[config.mk]
export PLATFORM = sky130hd
export DESIGN_NAME = approx_wallace_mac
export DESIGN_NICKNAME = d
export VERILOG_FILES = /design/src/rtl/approx_wallace_mac.sv
export SDC_FILE = /design/constraint.sdc
export NUM_CORES = 1
export LEC_CHECK = 0
export CAP_MARGIN = 20
export CORE_MARGIN = 4
export CORE_UTILIZATION = 30
export DETAILED_ROUTE_END_ITERATION = 10
export GPL_ROUTABILITY_DRIVEN = 0
export MAX_ROUTING_LAYER = met4
export PLACE_DENSITY_LB_ADDON = 0.08
export SYNTH_ARGS = -nofsm -noshare
export SYNTH_HDL_FRONTEND = slang
export SYNTH_SLANG_ARGS = --single-unit
[constraint.sdc]
create_clock -name clk -period 7.6 [get_ports clk]
set_input_delay 2.28 -clock clk [delete_from_list [all_inputs] [get_ports clk]]
set_output_delay 2.28 -clock clk [all_outputs]
set_load 0.005 [all_outputs]
[src/rtl/approx_wallace_mac.sv]
// Pipelined unsigned multiply-accumulate with a Wallace-style reduction and framed results.
// Define APPROX_WALLACE_COLS_EN to OR-reduce the low APPROX_COLS product columns.
module approx_wallace_mac #(
  parameter int WIDTH       = 8,
  parameter int ACC_WIDTH   = 2*WIDTH+4,
  parameter int APPROX_COLS = 4
) (
  input  logic                 clk,
  input  logic                 rst,
  input  logic                 in_valid,
  output logic                 in_ready,
  input  logic [WIDTH-1:0]     a,
  input  logic [WIDTH-1:0]     b,
  input  logic                 in_last,
  output logic                 out_valid,
  input  logic                 out_ready,
  output logic [ACC_WIDTH-1:0] out_acc,
  output logic [15:0]          out_count,
  output logic                 out_ovf
);

  localparam int PW = 2*WIDTH;
`ifdef APPROX_WALLACE_COLS_EN
  localparam int AC = APPROX_COLS;
`else
  // APPROX_COLS has no effect in the exact build.
  localparam int AC = APPROX_COLS * 0;
`endif
  localparam logic [PW-1:0] LO_MASK = PW'((64'd1 << AC) - 64'd1);
  localparam int NG = WIDTH / 3;
  localparam int NR = 2*NG + (WIDTH % 3);

  typedef enum logic [1:0] {ACCUM, DRAIN, HOLD} state_e;

  state_e               state_q, state_d;
  logic [ACC_WIDTH-1:0] acc_q, acc_d;
  logic [15:0]          cnt_q, cnt_d;
  logic                 ovf_q, ovf_d;

  logic                 s1_vld_q, s1_last_q;
  logic [PW-1:0]        s1_rows_q [NR];
  logic [PW-1:0]        s1_lo_q;
  logic                 s2_vld_q, s2_last_q;
  logic [PW-1:0]        s2_prod_q;

  logic                 accept;
  logic [PW-1:0]        pp [WIDTH];
  logic [PW-1:0]        l1_d [NR];
  logic [PW-1:0]        lo_or_d;
  logic [PW-1:0]        prod_d;
  logic [ACC_WIDTH:0]   acc_sum;

  assign in_ready  = (state_q == ACCUM);
  assign out_valid = (state_q == HOLD);
  assign accept    = in_valid && in_ready;
  assign out_acc   = acc_q;
  assign out_count = cnt_q;
  assign out_ovf   = ovf_q;

  // Stage 1: partial products, low-column OR split, one layer of 3:2 compressors.
  always_comb begin
    lo_or_d = '0;
    for (int unsigned i = 0; i < WIDTH; i++) begin
      pp[i]   = (b[i] ? PW'(a) : '0) << i;
      lo_or_d = lo_or_d | (pp[i] & LO_MASK);
      pp[i]   = pp[i] & ~LO_MASK;
    end
    for (int unsigned g = 0; g < NG; g++) begin
      l1_d[2*g]   = pp[3*g] ^ pp[3*g+1] ^ pp[3*g+2];
      l1_d[2*g+1] = ((pp[3*g] & pp[3*g+1]) | (pp[3*g] & pp[3*g+2]) |
                     (pp[3*g+1] & pp[3*g+2])) << 1;
    end
    for (int unsigned r = 0; r < WIDTH % 3; r++) begin
      l1_d[2*NG+r] = pp[3*NG+r];
    end
  end

  // Stage 2: finish reduction; the high rows are zero in the low columns so OR merges them.
  always_comb begin
    prod_d = '0;
    for (int unsigned r = 0; r < NR; r++) begin
      prod_d = prod_d + s1_rows_q[r];
    end
    prod_d = prod_d | s1_lo_q;
  end

  assign acc_sum = {1'b0, acc_q} + (ACC_WIDTH+1)'(s2_prod_q);

  always_comb begin
    state_d = state_q;
    acc_d   = acc_q;
    cnt_d   = cnt_q;
    ovf_d   = ovf_q;
    case (state_q)
      ACCUM:   if (accept && in_last) state_d = DRAIN;
      DRAIN:   if (s2_vld_q && s2_last_q) state_d = HOLD;
      HOLD:    if (out_ready) state_d = ACCUM;
      default: state_d = ACCUM;
    endcase
    if (state_q == HOLD && out_ready) begin
      acc_d = '0;
      cnt_d = '0;
      ovf_d = 1'b0;
    end else begin
      if (s2_vld_q) begin
        acc_d = acc_sum[ACC_WIDTH-1:0];
        ovf_d = ovf_q | acc_sum[ACC_WIDTH];
      end
      if (accept && cnt_q != 16'hFFFF) cnt_d = cnt_q + 16'd1;
    end
  end

  always_ff @(posedge clk) begin
    if (rst) begin
      state_q   <= ACCUM;
      acc_q     <= '0;
      cnt_q     <= '0;
      ovf_q     <= 1'b0;
      s1_vld_q  <= 1'b0;
      s1_last_q <= 1'b0;
      s2_vld_q  <= 1'b0;
      s2_last_q <= 1'b0;
    end else begin
      state_q   <= state_d;
      acc_q     <= acc_d;
      cnt_q     <= cnt_d;
      ovf_q     <= ovf_d;
      s1_vld_q  <= accept;
      s1_last_q <= accept && in_last;
      s2_vld_q  <= s1_vld_q;
      s2_last_q <= s1_vld_q && s1_last_q;
    end
  end

  always_ff @(posedge clk) begin
    if (accept) begin
      for (int unsigned r = 0; r < NR; r++) s1_rows_q[r] <= l1_d[r];
      s1_lo_q <= lo_or_d;
    end
    if (s1_vld_q) s2_prod_q <= prod_d;
  end

endmodule

==> impl_results.md <==
* Synth cell types at 55
* R2r worst-path depth at 13
* Initial Utilization at 31.0%
* Post-DP HPWL at 10500 µm
* Largest net degree at the start of global routing at 53
* Row Count at 53
* R2R Path End: s2_prod_q[15]$_DFFE_PP_
* IO Pins at 60
* Reg-to-Reg Start: s1_rows_q[5][9]$_SDFFCE_PN0P_
* Startpoint types: flip-flop
* Clock Tree Buf Depth at 2
* Post-synth EDFFs at 68
* H-Tree Depth at 3
* Vias in the first global route at 4506
* Finished Cell Area at 7790 µm²
* Skew-Pair Late Insertion Delay at 0.35 ns
* Crit path time final at 3.91 ns
* Setup-failing EPs final at 0
* Crit path depth at 13
* Clock-pin slew on the worst setup and hold paths at 0.08 ns
* Setup Buffers After CTS at 0
* Worst setup endpoint: s2_prod_q[15]$_DFFE_PP_
* Top cell type by total area after synthesis: edfxtp_1
* Vias at around 4300
* 1st-iter DRT viols at 127
* Root buffer cell: clkbuf_16
* Die width at around 160 µm
* CTS Buf Count at 9
* Post-route setup TNS at 0 ns
* Fin cells at about 950
* Die H at 156 µm
* Post-synthesis sequential element count at 111
* Placed Area at 7500 µm²
* Worst Skew at 0.0125 ns
* Dominant cells by area after synthesis: edfxtp_1, dfxtp_1, fa_1, ha_1, and2_1
* Fin. max-slew vios at 0
* Syn-to-layout area delta at 18.2%
* Core area at 21300 µm²
* CP Buf/Inv Count at 4
* FFs w/ async S/R, synth at 0%
* DR vias/cell at ~4.5
* Fillers at approximately 2100
* Unrepaired setup endpoints after global routing: no
* Detailed Routing Iterations Pass 1 at 4
* Static leakage at 3.13 nW
* Share of cells above drive strength 1 at 4.28%
* Most common cell on crit path: inv_1
* Fmax at ~260 MHz
* Worst setup startpoint: s1_rows_q[5][9]$_SDFFCE_PN0P_
* Final Hold Viols at 0
* Die footprint at 24400 µm²
* Cells after synthesis at 609
* Tcrit/Tclk final at 51.4%
* Most common cell in the synthesized netlist: inv_1
* Reg-to-reg slack, setup at between 3 and 4 ns
* Post-DRT Antenna Nets at 0
* Worst Path Max Fanout at 3
* CTS sink cnt at 111
* Cell class contributing the biggest share of worst-path delay: adder cells
* Primary FF master, synth: edfxtp_1
* CP required at 7.70 ns
* IO buf count at 59
* Residual DRC count at 0
* GRT Residual Overflow at 0
* Reg area at 2900 µm²
* Critical path's slowest cell: a2111oi_0
* Slew @ Worst Pin at around 0.70 ns
* Max stage delay on crit path at 0.57 ns
* Power density cells at 235 nW/µm²
* Max_cap viols at 0
* Critical path class: reg2reg
* Detailed Route WL at 13600 µm
* First-pass GRT wire length at 22800 µm
* DR WL/cell at ~14 µm
* Status: finished, final reports clean
* Max IR drop VDD at 0.101 mV
* Slew margin rel. at 53.1%
* Post-CTS Hold Buffers at 0
* # diodes at 0
* Synth warn at 0
* Sequential element share of the synthesized area at 44.0%
* Cells after DPL at 935
* Area taken by multi-input logic gates at ~3400 µm²
* Antenna violations before repair at 0
* Post-CTS Resized at 0
* CP endpoint kind: flip-flop
* Final net count at 776
* CP cell instances: inv_1 -> fa_1 -> inv_1 -> fa_1 -> inv_1 -> fa_1 -> inv_1 -> ha_1 -> o21a_1 -> a2111oi_0 -> o31ai_1 -> a21oi_1 -> xnor2_1
* Most frequent cells after synthesis: inv_1, edfxtp_1, and2_1, dfxtp_1, ha_1
* GRT Total Usage at 12.0%
* Mapped cell area at 6590 µm²
* Hold WC Path Type: reg2reg
* Share of the synthesized area in the top cell type at 31.0%
* Arrival time worst endpoint at 4.01 ns
* Avg Cell Area, Syn at 10.8 µm²
* Syn_nets at roughly 710
* CTS tree: yes
-- worst min-delay path by stage --
| stage | from | depth (start not counted) | to |
|---|---|---|---|
| after floorplan | s1_rows_q[0][0]$_SDFFCE_PN0P_ | 0 | s2_prod_q[0]$_DFFE_PP_ |
| final | s1_last_q$_SDFF_PP0_ | 1 | s2_last_q$_SDFF_PP0_ |
| after global routing | s1_last_q$_SDFF_PP0_ | 1 | s2_last_q$_SDFF_PP0_ |
| after detailed placement | s1_rows_q[0][1]$_DFFE_PP_ | 0 | s2_prod_q[1]$_DFFE_PP_ |
| after global placement | s1_rows_q[0][1]$_DFFE_PP_ | 0 | s2_prod_q[1]$_DFFE_PP_ |
| after CTS | s1_rows_q[0][1]$_DFFE_PP_ | 0 | s2_prod_q[1]$_DFFE_PP_ |
-- power breakdown --
part / total, mW / internal (mW) / switching [mW]
Combinational: 0.633 / 0.282 / 0.352
Clock: 0.442 / 0.224 / 0.218
Sequential: 0.758 / 0.731 / 0.0261
-- sequential cells by signal, summed over array words and instances, names as in the netlist --
signal     flops
out_acc       20
out_count     16
out_ovf        1
s1_last_q      1
s1_rows_q     52
s1_vld_q       1
s2_last_q      1
s2_prod_q     16
s2_vld_q       1
state_q        2
-- layout by cell type (no fill, tap or decap), drive strengths merged, types with 2 or more instances in the layout --
cell / Yosys / final
edfxtp: 68 / 68
a21oi: 25 / 25
buf: 6 / 4
nand3: 12 / 12
nor2b: 4 / 4
clkdlybuf4s50: 0 / 59
ha: 43 / 43
mux2i: 6 / 6
inv: 72 / 75
and4: 2 / 2
and2: 67 / 67
a211o: 2 / 2
clkbuf: 5 / 11
nand2b: 4 / 4
o211ai: 4 / 4
or4: 2 / 2
o21ai: 20 / 20
nor2: 43 / 43
nand4: 9 / 9
dfxtp: 43 / 43
a32o: 2 / 2
o21a: 7 / 7
or2: 2 / 2
a21o: 5 / 5
o22ai: 4 / 4
fa: 40 / 40
xor2: 21 / 21
and3: 3 / 3
or3: 4 / 4
nor3: 11 / 11
o21bai: 4 / 4
a31oi: 7 / 7
xnor2: 10 / 10
a211oi: 6 / 6
nor4b: 2 / 2
nand2: 33 / 33
-- cell type report --
cell class	instances	share of cell area, %
Multi-Input combinational cell	415	43.3
Sequential cell	111	37.3
Timing Repair Buffer	63	8.13
Tap cell	275	4.42
Inverter	72	3.47
Clock buffer	11	2.99
Clock inverter	5	0.434
-- layer usage --
metal | share of wire, % | vias up | track usage (%)
met5 | 0 | - | -
met4 | 1.1 | 0 | 3.22
met3 | 3.2 | 9 | 2.57
met2 | 47 | 60 | 18.8
met1 | 49 | 2037 | 15.8
li1 | - | 2204 | -
-- cell families after synthesis --
family | after synthesis | synth area share, %
and+or+nand+nor | 201 | 16.8
xor gates and xnor gates | 31 | 4.12
DFF | 111 | 44.0
muxes | 6 | 0.911
adders and majority gates | 83 | 20.3
buffers and inverters | 83 | 4.80
AOI/OAI and AO/OA | 94 | 9.03
-- per-stage QoR --
step / worst slack, ns / util, % / total power [mW] / hold slack, ns
3_5_place_dp: 3.41 / 35.3 / 1.41 / 0.412
5_1_grt: 3.37 / 36.6 / 1.99 / 0.435
3_3_place_gp: 3.43 / 35.3 / 1.41 / 0.415
2_1_floorplan: 3.82 / - / 1.26 / 0.400
6_report: 3.69 / 36.6 / 1.83 / 0.424
4_1_cts: 3.64 / 36.5 / 1.87 / 0.429
No activity file was read; power rests on OpenSTA's default activity.
